<file path="src/rtl/add64_seq_pkg.sv">
// add64_seq_pkg: shared types and constants for the 64-bit add/subtract
// sequencer that drives an external 32-bit pipelined adder.
//   WORD_W          - width of one adder word (32)
//   DWORD_W         - width of a full request operand / result (64)
//   ADD_LAT_DEFAULT - default adder latency in cycles
//   CNT_W           - wait-counter width, sized for ADD_LAT up to 7
//   state_e         - sequencer FSM states
package add64_seq_pkg;

    localparam int unsigned WORD_W          = 32;
    localparam int unsigned DWORD_W         = 64;
    localparam int unsigned ADD_LAT_DEFAULT = 2;
    localparam int unsigned CNT_W           = 3;

    typedef enum logic [1:0] {
        IDLE    = 2'd0,
        LO_WAIT = 2'd1,
        HI_WAIT = 2'd2,
        DONE    = 2'd3
    } state_e;

endpackage

</file>
<file path="src/rtl/add64_seq.sv">
// add64_seq: single-outstanding sequencer that performs a 64-bit add or
// subtract on a sibling 32-bit pipelined adder. The low word is issued on
// accept, the adder's carry-out is fed back as carry-in for the high word,
// and the 64-bit result is returned with carry and signed-overflow flags.
// Ports:
//   clk, rst                 - clock, asynchronous active-high reset
//   in_valid/in_ready        - request handshake; in_a, in_b, in_sub operands
//   add_a/add_b/add_cin      - registered adder operands
//   add_sum/add_cout         - adder result (ADD_LAT cycles after sampling)
//   res_valid/res_ready      - result handshake
//   res_data/res_carry/res_ovf - 64-bit result, carry out of bit 63
//                              (1 = no borrow on subtract), signed overflow
module add64_seq
    import add64_seq_pkg::*;
#(
    parameter int unsigned ADD_LAT = ADD_LAT_DEFAULT
) (
    input  logic                 clk,
    input  logic                 rst,
    input  logic                 in_valid,
    output logic                 in_ready,
    input  logic [DWORD_W-1:0]   in_a,
    input  logic [DWORD_W-1:0]   in_b,
    input  logic                 in_sub,
    output logic [WORD_W-1:0]    add_a,
    output logic [WORD_W-1:0]    add_b,
    output logic                 add_cin,
    input  logic [WORD_W-1:0]    add_sum,
    input  logic                 add_cout,
    output logic                 res_valid,
    input  logic                 res_ready,
    output logic [DWORD_W-1:0]   res_data,
    output logic                 res_carry,
    output logic                 res_ovf
);

    // The counter holds "wait edges remaining minus one" and expires at zero,
    // giving the same ADD_LAT+1 edge wait while fitting ADD_LAT = 7 in 3 bits.
    localparam logic [CNT_W-1:0] CNT_LOAD = CNT_W'(ADD_LAT);

    state_e               state_q, state_d;
    logic [CNT_W-1:0]     cnt_q, cnt_d;
    logic [WORD_W-1:0]    a_hi_q, a_hi_d;
    logic [WORD_W-1:0]    b_hi_q, b_hi_d;
    logic [WORD_W-1:0]    add_a_q, add_a_d;
    logic [WORD_W-1:0]    add_b_q, add_b_d;
    logic                 add_cin_q, add_cin_d;
    logic [DWORD_W-1:0]   res_data_q, res_data_d;
    logic                 res_carry_q, res_carry_d;
    logic                 res_ovf_q, res_ovf_d;

    // Subtract is A + ~B + 1; the +1 enters as the low-word carry-in.
    logic [DWORD_W-1:0]   b_eff;
    assign b_eff = in_sub ? ~in_b : in_b;

    always_ff @(posedge clk or posedge rst) begin
        if (rst) begin
            state_q     <= IDLE;
            cnt_q       <= '0;
            a_hi_q      <= '0;
            b_hi_q      <= '0;
            add_a_q     <= '0;
            add_b_q     <= '0;
            add_cin_q   <= 1'b0;
            res_data_q  <= '0;
            res_carry_q <= 1'b0;
            res_ovf_q   <= 1'b0;
        end else begin
            state_q     <= state_d;
            cnt_q       <= cnt_d;
            a_hi_q      <= a_hi_d;
            b_hi_q      <= b_hi_d;
            add_a_q     <= add_a_d;
            add_b_q     <= add_b_d;
            add_cin_q   <= add_cin_d;
            res_data_q  <= res_data_d;
            res_carry_q <= res_carry_d;
            res_ovf_q   <= res_ovf_d;
        end
    end

    always_comb begin
        state_d     = state_q;
        cnt_d       = cnt_q;
        a_hi_d      = a_hi_q;
        b_hi_d      = b_hi_q;
        add_a_d     = add_a_q;
        add_b_d     = add_b_q;
        add_cin_d   = add_cin_q;
        res_data_d  = res_data_q;
        res_carry_d = res_carry_q;
        res_ovf_d   = res_ovf_q;

        unique case (state_q)
            IDLE: begin
                if (in_valid) begin
                    a_hi_d    = in_a[DWORD_W-1:WORD_W];
                    b_hi_d    = b_eff[DWORD_W-1:WORD_W];
                    add_a_d   = in_a[WORD_W-1:0];
                    add_b_d   = b_eff[WORD_W-1:0];
                    add_cin_d = in_sub;
                    cnt_d     = CNT_LOAD;
                    state_d   = LO_WAIT;
                end
            end
            LO_WAIT: begin
                if (cnt_q == '0) begin
                    res_data_d[WORD_W-1:0] = add_sum;
                    add_a_d   = a_hi_q;
                    add_b_d   = b_hi_q;
                    add_cin_d = add_cout;
                    cnt_d     = CNT_LOAD;
                    state_d   = HI_WAIT;
                end else begin
                    cnt_d = cnt_q - CNT_W'(1);
                end
            end
            HI_WAIT: begin
                if (cnt_q == '0) begin
                    res_data_d[DWORD_W-1:WORD_W] = add_sum;
                    res_carry_d = add_cout;
                    res_ovf_d   = (a_hi_q[WORD_W-1] == b_hi_q[WORD_W-1]) &&
                                  (add_sum[WORD_W-1] != a_hi_q[WORD_W-1]);
                    state_d     = DONE;
                end else begin
                    cnt_d = cnt_q - CNT_W'(1);
                end
            end
            DONE: begin
                if (res_ready) begin
                    state_d = IDLE;
                end
            end
            default: state_d = IDLE;
        endcase
    end

    assign in_ready  = (state_q == IDLE);
    assign res_valid = (state_q == DONE);
    assign add_a     = add_a_q;
    assign add_b     = add_b_q;
    assign add_cin   = add_cin_q;
    assign res_data  = res_data_q;
    assign res_carry = res_carry_q;
    assign res_ovf   = res_ovf_q;

endmodule
</file>
<file path="config.mk">
export PLATFORM = sky130hd
export DESIGN_NAME = add64_seq
export DESIGN_NICKNAME = d
export VERILOG_FILES = /design/src/rtl/add64_seq_pkg.sv /design/src/rtl/add64_seq.sv
export SDC_FILE = /design/constraint.sdc
export NUM_CORES = 1
export LEC_CHECK = 0
export CORE_UTILIZATION = 49
export CTS_CLUSTER_DIAMETER = 100
export CTS_CLUSTER_SIZE = 16
export DETAILED_ROUTE_END_ITERATION = 8
export PLACE_DENSITY = 0.86
export SETUP_SLACK_MARGIN = 0.05
export SLEW_MARGIN = 10
export SYNTH_ARGS = -nofsm -noshare
export SYNTH_HDL_FRONTEND = slang
export SYNTH_SLANG_ARGS = --single-unit
</file>
<file path="constraint.sdc">
create_clock -name clk -period 13.32 [get_ports clk]
set_clock_uncertainty 0.2 [all_clocks]
set_input_delay 2.664 -clock clk [delete_from_list [all_inputs] [get_ports clk]]
set_output_delay 2.664 -clock clk [all_outputs]
set_load 0.05 [all_outputs]
</file>
; Word level (Yosys, flattened, before mapping)
; Index checks and enable logic that the tools add are counted.
[totals]
reg_bits = 200
input_bits = 166
romBits = 0
memories = 0
mem_bits_rw = 0
out_inout_bits = 133
latchBits = 0
[op_classes]
order_cmp = 0
n_mul = 0
div = 0
add_sub_neg = 1
muxes = 19
shift = 0
bitwise = 1
reduce_logical = 11
n_eq_ne = 10
[op_table]
columns = cell, n
row1 = 32-bit 2-to-1 mux, 4
row2 = 32-bit case mux with 2 select lines, 2
row3 = 64-bit 2-to-1 mux, 1
row4 = 64-bit NOT, 1
row5 = 3-bit 2-to-1 mux, 3
row6 = 3-bit case mux with 3 select lines, 1
row7 = 2-bit 2-to-1 mux, 4
row8 = 2-bit inequality test (second input constant), 4
row9 = 2-bit case mux with 4 select lines, 1
row10 = 2-bit AND reduction, 3
row11 = 3-bit AND reduction, 2
row12 = 2-bit equality test (second input constant), 2
row13 = 4-bit AND reduction, 1
row14 = 3-bit logical NOT, 1
row15 = 3-bit nonzero test, 1
row16 = 3-bit by 1-bit subtractor with 3-bit output (second input constant), 1
row17 = 2-bit by 1-bit equality test with 1-bit output (second input constant), 1
row18 = 2-bit logical NOT, 1
row19 = 1-bit 2-to-1 mux, 2
row20 = 2-bit by 1-bit inequality test with 1-bit output (second input constant), 1
row21 = 1-bit case mux with 2 select lines, 1
row22 = 2-bit nonzero test, 1
row23 = 1-bit equality test, 1
row24 = 1-bit logical AND, 1
row25 = 1-bit inequality test, 1

; Depth between registers and ports, before layout
[logic_depth]
ltp_word = 4
ltp_mapped = 7
mapped_depth_nobuf = 5

; Worst setup path before layout
; Ideal clock, no wire load.
[synth_path]
path_type = reg-to-output
start = reg state_q[0]
end = out in_ready
slack_ns = 9.416
t_arrival_ns = 1.040
path_stages_with_launch = 3
cell_sequence = dfrtp_1 -> inv_1 -> ha_1
[synth_via]
elab_chain_len = 1
[synth_lines]
columns = element, line
row1 = start: declaration, add64_seq.sv:41  ; state_e state_q, state_d;
row2 = start signal: assignment, add64_seq.sv:69  ; state_q <= state_d;
row3 = 2-bit logical NOT, add64_seq.sv:138  ; assign in_ready = (state_q == IDLE);
row4 = end: declaration, add64_seq.sv:21  ; output logic in_ready,
; No other way between the ends.

; Final worst setup path
; Same ends and word-level chain as after synthesis.

==> impl_metrics.tcl <==
set metrics [dict create \
    critPathLaunchType "register" \
    yosysSeqAreaShare_pct 57.6 \
    rsz0062_at_grt "false" \
    avgViaCountPerCell 5.23 \
    drive_gt1_share_pct 22.3 \
    avgSynthCellArea_um2 13.5 \
    ys_top_cells_by_area "dfrtp_1 58%, mux2_2 21%, xnor2_1 6.4%" \
    synth_top_family_by_area "multiplexers" \
    cts-root-buf "clkbuf_16" \
    num_rows 48 \
    dieArea_mm2 0.0183 \
    outcome "completed" \
    cp.arrival_ns 2.23 \
    cts_tree "yes" \
    fin_crit_sh_pct 38.3 \
    synth_most_common_cell "dfrtp_1" \
    drt-initial-drc-count 250 \
    grt_pass1_vias 6305 \
    synth_commonest_cells "200 x dfrtp_1, 162 x mux2_2, 64 x xnor2_1" \
    ioPinCount 299 \
    syn_to_final_growth_pct 42.5 \
    slew_headroom_pct 20.9 \
    antenna_found_initial 0 \
    cp.required_ns 10.46 \
    finalMaxSlewViolations 0 \
    path_class "register to output pin" \
    max-clock-path-buffers 2 \
    synth_seq_cells 200 \
    first_pass_iters 5 \
    hold_buffers 0 \
    synth.area.mux_share_pct 21.2 \
    cts.sink_count 200 \
    port_buffers 298 \
    hold_path.class "register to register" \
    clk_pin_slew_ns 0.07 \
    core_area_mm2 0.0173 \
    synth_xor_area_share_pct 6.45 \
    wire_per_inst_um 18.5 \
    nets 1100 \
    synth_edf_count 0 \
    max_freq_mhz 196 \
    track_usage_pct 23.9 \
    yosysTopAreaCell "dfrtp_1" \
    clk_latency_ns 0.42 \
    syn_nets 816 \
    drc 0 \
    yosysWarnings 0 \
    ctsResizeCount 0 \
    numCtsBuffers 17 \
    htreeDepth 4 \
    critPathMaxFanout 6 \
    hpwl_mm 14.8 \
    syn-instance-count 642 \
    finalCriticalPeriod_ns 5.10 \
    routed_wl_mm 21.5 \
    async_flop_share_pct 100 \
    die-height_um 135 \
    final_area_mm2 0.0124 \
    ant_nets 0 \
    start_util_pct 50.3 \
    hold_violations 0 \
    place_area_mm2 0.0118 \
    place.gp.congestion 0.782 \
    ir_worst_vdd_uv 204 \
    synth_top_area_share_pct 57.6 \
    grt_max_degree 115 \
    post_cts_buffers 0 \
    tightest_slew_ns 1.19 \
    die_w_um 135 \
    synth_adder_area_share_pct 1.15 \
    grt_overflow 0 \
    ys_types 32 \
    powerDensity_mw_per_mm2 278 \
    synth_compound_area_share_pct 6.73 \
    vias 6082 \
    leakagePower_nw 5.16 \
    maxCapViolCount 0 \
    syn_area_mm2 0.00870 \
    setup_violations 0 \
    ys.flop_type "dfrtp_1" \
    antenna-diode-count 0 \
    grt_pass1_wl_mm 33.3 \
    synth-simple-area-share_pct 4.13 \
    endpoint_kind "output pin" \
    finalSetupTns_ns 0 \
]
## registers in the layout, indices dropped and copies added (netlist names)
register   cells
a_hi_q        32
add_a         32
add_b         32
add_cin        1
b_hi_q        32
cnt_q          3
res_carry      1
res_data      64
res_ovf        1
state_q        2
## metrics by stage
step / instances / setup WS [ns] / utilization [%] / hold WS, ns / power, mW
2_1_floorplan: 642 / 5.00 / - / 0.250 / 2.37
3_3_place_gp: 1132 / 8.18 / 68.3 / 0.261 / 2.90
3_5_place_dp: 1132 / 8.17 / 68.3 / 0.275 / 2.95
4_1_cts: 1164 / 8.21 / 71.7 / 0.291 / 3.47
5_1_grt: 1164 / 8.12 / 71.7 / 0.304 / 3.61
6_report: 1164 / 8.22 / 71.7 / 0.283 / 3.45
## worst max-delay path, stage by stage, from the launching register on
cell and delay (ns):
dfrtp_1 0.42, inv_1 0.14, ha_1 0.34, clkdlybuf4s50_1 0.91
## cells by family (layout without fill, tap and decap cells)
kind of cell / after synthesis / after routing
flip-flops: 200 / 200
adder cells (fa/ha/maj): 8 / 8
XOR/XNOR: 64 / 64
multiplexers: 164 / 164
AO/OA/AOI/OAI: 77 / 77
buffers and inverters: 45 / 342
AND/OR/NAND/NOR: 84 / 84
## report_power, final
part,switching (mW),leakage (nW),total (mW),internal [mW]
registers,0.157,2.43,1.06,0.902
clock network,0.235,0.291,0.517,0.282
logic,1.11,2.44,1.87,0.759
## final cells by class
class                   instances  area [um2]
clock buffers                  21         480
clock inverters                11         109
fillers                      1218        4900
inverters                       6        30.0
multi-input cells             397        3460
flip-flops and latches        200        5000
well taps                     225         282
repair buffers                304        3030
## cells in the final DEF, fill, tap and decap left out, drive strengths merged
cell type        n
clkdlybuf4s50  297
dfrtp          200
mux2           164
xnor2           64
nor2            36
nand2           36
o21ai           34
a221o           32
clkbuf          21
inv             11
ha               8
buf              7
clkinv           4
nand3b           3
nand2b           3
o211ai           2
a21oi            2
a211oi           2
nor2b            2
a32oi            1
a211o            1
or3              1
and3             1
o22ai            1
o32a             1
or3b             1
o2bb2ai          1
and3b            1
clkinvlp         1
bufinv           1
## worst paths after layout
kind                                         from                  endpoint  slack, ns  cells past startpoint
max in group asynchronous                     rst  res_data[24]$_DFFE_PP0P_       8.70                      3
min reg2reg                   res_ovf$_DFFE_PP0P_       res_ovf$_DFFE_PP0P_       0.28                      2
min in group asynchronous                     rst  res_data[58]$_DFFE_PP0P_       2.58                      2
min                           res_ovf$_DFFE_PP0P_       res_ovf$_DFFE_PP0P_       0.28                      2
max reg2reg                state_q[1]$_DFFE_PP0P_     add_b[17]$_DFFE_PP0P_      10.18                      5
max                        state_q[0]$_DFFE_PP0P_                  in_ready       8.22                      3
## metal layers
metal  vias to the layer above  GRT usage (%)  share of wire [%]
met5                         -              0                  0
met3                        38           7.52                7.9
met2                       223           40.3                 50
li1                       2823              -                  -
met1                      2998           28.0                 39
met4                         0           10.2                2.9
Note: power is estimated with default switching activity, not from simulation.
